$ cat src/rtl/sha2_pkg.sv
// Shared types and constants for the SHA-2 message padder.
package sha2_pkg;

  typedef enum logic [1:0] {
    FILL = 2'd0,
    PAD  = 2'd1,
    LEN  = 2'd2,
    EMIT = 2'd3
  } state_t;

  localparam int LEN_W   = 64;
  localparam int BPW_256 = 4;
  localparam int BPW_512 = 8;

  function automatic int bytes_per_word(input int ws);
    return ws / 8;
  endfunction

endpackage

$ cat src/rtl/sha2_pad_word.sv
// Final-word shaping: keeps the first nbytes MSB-aligned bytes, places 0x80
// right after them and zeroes the rest. nbytes >= bytes-per-word passes data.
module sha2_pad_word #(
  parameter int WORDSIZE = 32
) (
  input  logic [WORDSIZE-1:0]         data,
  input  logic [$clog2(WORDSIZE/8):0] nbytes,
  output logic [WORDSIZE-1:0]         word
);
  localparam int BPW = WORDSIZE / 8;

  always_comb begin
    word = '0;
    for (int i = 0; i < BPW; i++) begin
      if (i < int'(nbytes))
        word[WORDSIZE-8-8*i +: 8] = data[WORDSIZE-8-8*i +: 8];
      else if (i == int'(nbytes))
        word[WORDSIZE-8-8*i +: 8] = 8'h80;
    end
  end

endmodule

$ cat src/rtl/sha2_padder.sv
// SHA-2 padder: collects message words into a 16-word block, appends the 0x80
// marker, zero fill and 64-bit bit length. Option SHA2_PADDER_BYTE_EN honours in_bytes.
//
// state | meaning
// FILL  | accepting message words into buffer index idx
// PAD   | writing marker/zero words, one per cycle, up to idx 14
// LEN   | writing the bit length into words 14 and 15
// EMIT  | presenting the block on M until M_ready
module sha2_padder
  import sha2_pkg::*;
#(
  parameter int WORDSIZE = 32
) (
  input  logic                        clk,
  input  logic                        rst_n,
  input  logic [WORDSIZE-1:0]         in_data,
  input  logic [$clog2(WORDSIZE/8):0] in_bytes,
  input  logic                        in_last,
  input  logic                        in_valid,
  output logic                        in_ready,
  output logic [WORDSIZE*16-1:0]      M,
  output logic                        M_valid,
  input  logic                        M_ready,
  output logic                        M_first,
  output logic                        M_last
);
  localparam int BPW = bytes_per_word(WORDSIZE);
  localparam int BW  = $clog2(BPW) + 1;
  localparam logic [WORDSIZE-1:0] MARK = {8'h80, {(WORDSIZE-8){1'b0}}};
  localparam logic [BW-1:0]       FULL = BW'(BPW);

  state_t                state;
  logic [3:0]            idx;
  logic [WORDSIZE-1:0]   buf_q [16];
  logic [LEN_W-1:0]      len_q;
  logic                  first_q;
  logic                  mark_q;   // 0x80 still owed to the next word
  logic                  tail_q;   // a length-only block must follow
  logic [BW-1:0]         bytes_sel;
  logic [BW-1:0]         word_bytes;
  logic                  last_full;
  logic [WORDSIZE-1:0]   padded;
  logic [LEN_W-1:0]      len_inc;
  logic [2*WORDSIZE-1:0] len_ext;

`ifdef SHA2_PADDER_BYTE_EN
  assign bytes_sel = (in_bytes > FULL) ? FULL : in_bytes;
`else
  logic unused_in_bytes;
  assign unused_in_bytes = ^in_bytes;
  assign bytes_sel       = FULL;
`endif

  assign word_bytes = in_last ? bytes_sel : FULL;
  assign last_full  = (word_bytes == FULL);
  assign len_inc    = LEN_W'(word_bytes) << 3;
  assign len_ext    = (2*WORDSIZE)'(len_q);

  sha2_pad_word #(.WORDSIZE(WORDSIZE)) u_pad_word (
    .data   (in_data),
    .nbytes (word_bytes),
    .word   (padded)
  );

  always_comb begin
    M = '0;
    for (int i = 0; i < 16; i++)
      M[WORDSIZE*(15-i) +: WORDSIZE] = buf_q[i];
  end

  always_ff @(posedge clk or negedge rst_n) begin
    if (!rst_n) begin
      state    <= FILL;
      idx      <= '0;
      for (int i = 0; i < 16; i++) buf_q[i] <= '0;
      len_q    <= '0;
      first_q  <= 1'b1;
      mark_q   <= 1'b0;
      tail_q   <= 1'b0;
      in_ready <= 1'b0;
      M_valid  <= 1'b0;
      M_first  <= 1'b0;
      M_last   <= 1'b0;
    end else begin
      case (state)
        FILL: begin
          in_ready <= 1'b1;
          if (in_valid && in_ready) begin
            buf_q[idx] <= padded;
            len_q      <= len_q + len_inc;
            if (!in_last) begin
              if (idx == 4'd15) begin
                state <= EMIT; in_ready <= 1'b0;
                M_valid <= 1'b1; M_first <= first_q; M_last <= 1'b0;
              end else begin
                idx <= idx + 4'd1;
              end
            end else if (!last_full) begin
              if (idx >= 4'd14) begin
                // marker landed in the length slots: spill length to a second block
                tail_q <= 1'b1;
                state <= EMIT; in_ready <= 1'b0;
                M_valid <= 1'b1; M_first <= first_q; M_last <= 1'b0;
              end else begin
                idx      <= idx + 4'd1;
                state    <= (idx == 4'd13) ? LEN : PAD;
                in_ready <= 1'b0;
              end
            end else begin
              mark_q <= 1'b1;
              if (idx == 4'd15) begin
                state <= EMIT; in_ready <= 1'b0;
                M_valid <= 1'b1; M_first <= first_q; M_last <= 1'b0;
              end else begin
                idx      <= idx + 4'd1;
                state    <= PAD;
                in_ready <= 1'b0;
              end
            end
          end
        end

        PAD: begin
          buf_q[idx] <= mark_q ? MARK : '0;
          mark_q     <= 1'b0;
          if (mark_q && idx >= 4'd14) begin
            tail_q <= 1'b1;
            state <= EMIT;
            M_valid <= 1'b1; M_first <= first_q; M_last <= 1'b0;
          end else begin
            idx <= idx + 4'd1;
            if (idx == 4'd13) state <= LEN;
          end
        end

        LEN: begin
          buf_q[14] <= len_ext[2*WORDSIZE-1:WORDSIZE];
          buf_q[15] <= len_ext[WORDSIZE-1:0];
          tail_q    <= 1'b0;
          state     <= EMIT;
          M_valid   <= 1'b1; M_first <= first_q; M_last <= 1'b1;
        end

        EMIT: begin
          if (M_ready) begin
            M_valid <= 1'b0;
            M_first <= 1'b0;
            M_last  <= 1'b0;
            idx     <= '0;
            for (int i = 0; i < 16; i++) buf_q[i] <= '0;
            if (M_last) begin
              first_q <= 1'b1;
              len_q   <= '0;
            end else begin
              first_q <= 1'b0;
            end
            if (mark_q || tail_q) begin
              state <= PAD;
            end else begin
              state    <= FILL;
              in_ready <= 1'b1;
            end
          end
        end

        default: state <= FILL;
      endcase
    end
  end

endmodule

$ cat config.mk
export PLATFORM = sky130hd
export DESIGN_NAME = sha2_padder
export DESIGN_NICKNAME = d
export VERILOG_FILES = /design/src/rtl/sha2_pkg.sv /design/src/rtl/sha2_pad_word.sv /design/src/rtl/sha2_padder.sv
export SDC_FILE = /design/constraint.sdc
export NUM_CORES = 1
export LEC_CHECK = 0
export BUFFER_PORTS_ARGS = -buffer_cell sky130_fd_sc_hd__buf_2
export CORE_MARGIN = 1.5
export CORE_UTILIZATION = 49
export DETAILED_ROUTE_END_ITERATION = 16
export GPL_ROUTABILITY_DRIVEN = 0
export PLACE_DENSITY = 0.77
export SLEW_MARGIN = 20
export SYNTH_ARGS = -nofsm -noshare
export SYNTH_HDL_FRONTEND = slang
export SYNTH_SLANG_ARGS = --single-unit
$ cat constraint.sdc
create_clock -name clk -period 2.4 [get_ports clk]
set_input_delay 0.24 -clock clk [delete_from_list [all_inputs] [get_ports clk]]
set_output_delay 0.24 -clock clk [all_outputs]
set_load 0.01 [all_outputs]
==> results.ini <==
[die]
die_height_um = 221
ios = 556
core-area_um2 = 46800
fp.dieArea_um2 = 49000
num_rows = 79
start_util = 0.499
fp.dieW_um = 221

[logic_synthesis]
synth_area_leaders = dfrtp_1, a22o_1, clkbuf_1
synth_top_area_cell = dfrtp_1
yosys_warnings = 0
syn_avg_cell_area_um2 = 12.1
synth_edf_count = 0
yosysSeqAreaShare = 0.626
syn_inst = 1932
synth_area_um2 = 23300
synth_top_area_frac = 0.625
synth_commonest_cells = dfrtp_1, a22o_1, clkbuf_1
synth.most_common_cell = dfrtp_1
async_flop_share = 1.00
mappedNetlistNets = 1981
ys.flop_type = dfrtp_1
synth_seq_cells = 584
synth.distinct_cells = 51

[drt]
drt_iter0_markers = 2461
routed-wl-met3_mm = 9.35
wire_per_inst_um = 27.4
drtPass1Iterations = 6
ant_nets = 0
wirelength_mm = 85.0
drc = 0
highest_layer = met4
wl_met1_mm = 31.0
met2_length_mm = 40.1
via_per_inst = 6.59
vias = 20421

[worst_setup_path]
crit_type = flip-flop to flip-flop
endpoint_kind = flip-flop
cp-start-kind = flip-flop
critPathMaxFanout = 6
crit_arrival_ns = 2.92
critPathRequiredTime_ns = 2.94

[sta]
setup_violations = 0
hold_viol = 0
worst_pin_slew_ns = 1.03
slew_violations = 0
period_needed_ns = 2.38
timing.final.crit_share = 0.992
max_slew_margin = 0.308
fin_skew_ns = 0.0258
max_freq_ghz = 0.420

[pwr]
comb_power_share = 0.378
swShare = 0.385
vdd_drop_max_v = 0.000765
seq_power_share = 0.387
p_switching_mw = 14.5
p_clk_frac = 0.236
power.internal_mw = 23.2
power_density_nw_per_um2 = 1290
power.leakage_nw = 15.2

[placed_design]
numPortBuffers = 552
place_area_um2 = 27300
dp_cells = 2984
dp_hpwl_mm = 57.0

[global_routing]
antenna_found_initial = 0
grt_pass1_vias = 19551
grt_overflow = 0
grt_pass1_wl_mm = 127
grt_max_degree = 90
grt_usage = 0.339

[outcome]
status = complete, no violations

[final_layout]
area_growth_pct = 25.8
final_area_um2 = 29400
drive_gt1_frac = 0.324
finalNetCount = 2499
antenna_cells = 0
stdcell_count = 3100

[clocking]
cts.htree.levels = 2
cts_root_buf = clkbuf_16
cts_tree = done
cts_made_buffers = 57
clock_latency_ns = 0.63
path_clk_slew_ns = 0.07
clkSinkCount = 584
clockBufferDepth = 3

[flow_run]
maxCapViolCount = 0

[min_path]
min_path_type = input pin to flip-flop

[final cells by class]
cell class / instances / area (um^2)
fillers: 3521 / 17400
flip-flops and latches: 584 / 14600
multi-input cells: 1117 / 8020
repair buffers: 671 / 4080
clock buffers: 83 / 1640
well taps: 607 / 759
clock inverters: 19 / 199
inverters: 19 / 71.3
[metrics by stage]
step           setup WS (ns)  TNS, ns  utilization  power [mW]  hold slack, ns
2_1_floorplan         0.0222        0            -        21.7         -0.0556
3_3_place_gp         -0.0199   -0.331        0.583        27.9           0.197
3_5_place_dp          -0.106    -3.07        0.583        28.4           0.202
4_1_cts              0.00327        0        0.625        37.4          0.0338
5_1_grt              -0.0548   -0.234        0.628        39.2          0.0833
6_report              0.0185        0        0.628        37.8          0.0780
[repair_timing]
| action | in CTS | in global routing |
|---|---|---|
| gates resized for setup | 7 | 31 |
| hold endpoints to repair | 278 | 0 |
| pin swaps | 0 | 7 |
| setup endpoints to repair | 63 | 140 |
| buffers inserted | 1 | 6 |
| gates cloned | 2 | 1 |
| hold buffers | 4 | 0 |
[power by group through the flow]
stage / Sequential [mW] / Clock (mW) / Combinational (mW)
2_1_floorplan: 15.6 / 0 / 6.07
3_3_place_gp: 14.5 / 0 / 13.4
3_5_place_dp: 14.7 / 0 / 13.7
4_1_cts: 14.5 / 8.93 / 13.9
5_1_grt: 14.8 / 9.36 / 15.0
6_report: 14.6 / 8.89 / 14.3
[worst paths after layout]
| path | slack [ns] | cells past startpoint | end | from |
|---|---|---|---|---|
| min in group asynchronous | 0.15 | 2 | M[399] | rst_n |
| worst max-delay path | 0.02 | 10 | len_ext[59] | state[1] |
| worst min-delay path | 0.08 | 3 | first_q | M_ready |
| worst min register to register | 0.48 | 2 | M[382] | M[382] |
| worst max register to register | 0.02 | 10 | len_ext[59] | state[1] |
| max in group asynchronous | 1.35 | 3 | len_ext[6] | rst_n |
[per-layer routing]
metal,vias up,global-route usage
met5,-,0
met4,0,0.164
met3,282,0.0940
met2,1460,0.543
met1,10390,0.425
li1,8289,-
[flip-flops by register name, summed over array words and instances, names as in the netlist]
| signal | count |
|---|---|
| M | 512 |
| M_first | 1 |
| M_last | 1 |
| M_valid | 1 |
| first_q | 1 |
| idx | 4 |
| in_ready | 1 |
| len_ext | 59 |
| mark_q | 1 |
| state | 2 |
| tail_q | 1 |
[kinds of logic (layout without fill, tap and decap cells)]
group	Yosys count	after routing	synth area share
adders and majority gates	9	9	0.00482
xor gates and xnor gates	15	15	0.00563
muxes	5	5	0.00225
buffers and inverters	233	792	0.0393
and+or+nand+nor	358	360	0.0752
AOI/OAI and AO/OA	728	728	0.247
DFF	584	584	0.626
[critical path, cell delays in order (launching register included)]
cell and delay [ns]:
dfrtp_1 0.41, ha_2 0.23, buf_6 0.13, buf_12 0.10
o211ai_1 0.10, nor4_2 0.32, buf_4 0.19, nand4b_1 0.11
buf_6 0.17, or4_4 0.42, a21oi_2 0.13
[cells in the final DEF, fill, tap and decap left out, drive strengths merged, types with 2 or more instances in the layout]
cell / count
clkinv: 12
nand2: 118
xor2: 9
o21a: 2
a22o: 459
nand2b: 13
and3: 9
nor3: 13
inv: 20
a22oi: 57
or2: 3
xnor2: 6
o31ai: 18
o211ai: 2
clkinvlp: 4
nor2b: 5
or4: 22
a221o: 32
dlygate4sd3: 4
o21ai: 95
dfrtp: 583
nand3: 37
buf: 666
a21boi: 2
nor4: 12
a31oi: 3
o2bb2ai: 3
ha: 9
mux2: 2
and2: 2
nor2: 80
a21oi: 50
mux2i: 3
or3: 19
clkbuf: 84
nand4: 23
bufinv: 2
(Power assumes the default switching activity.)
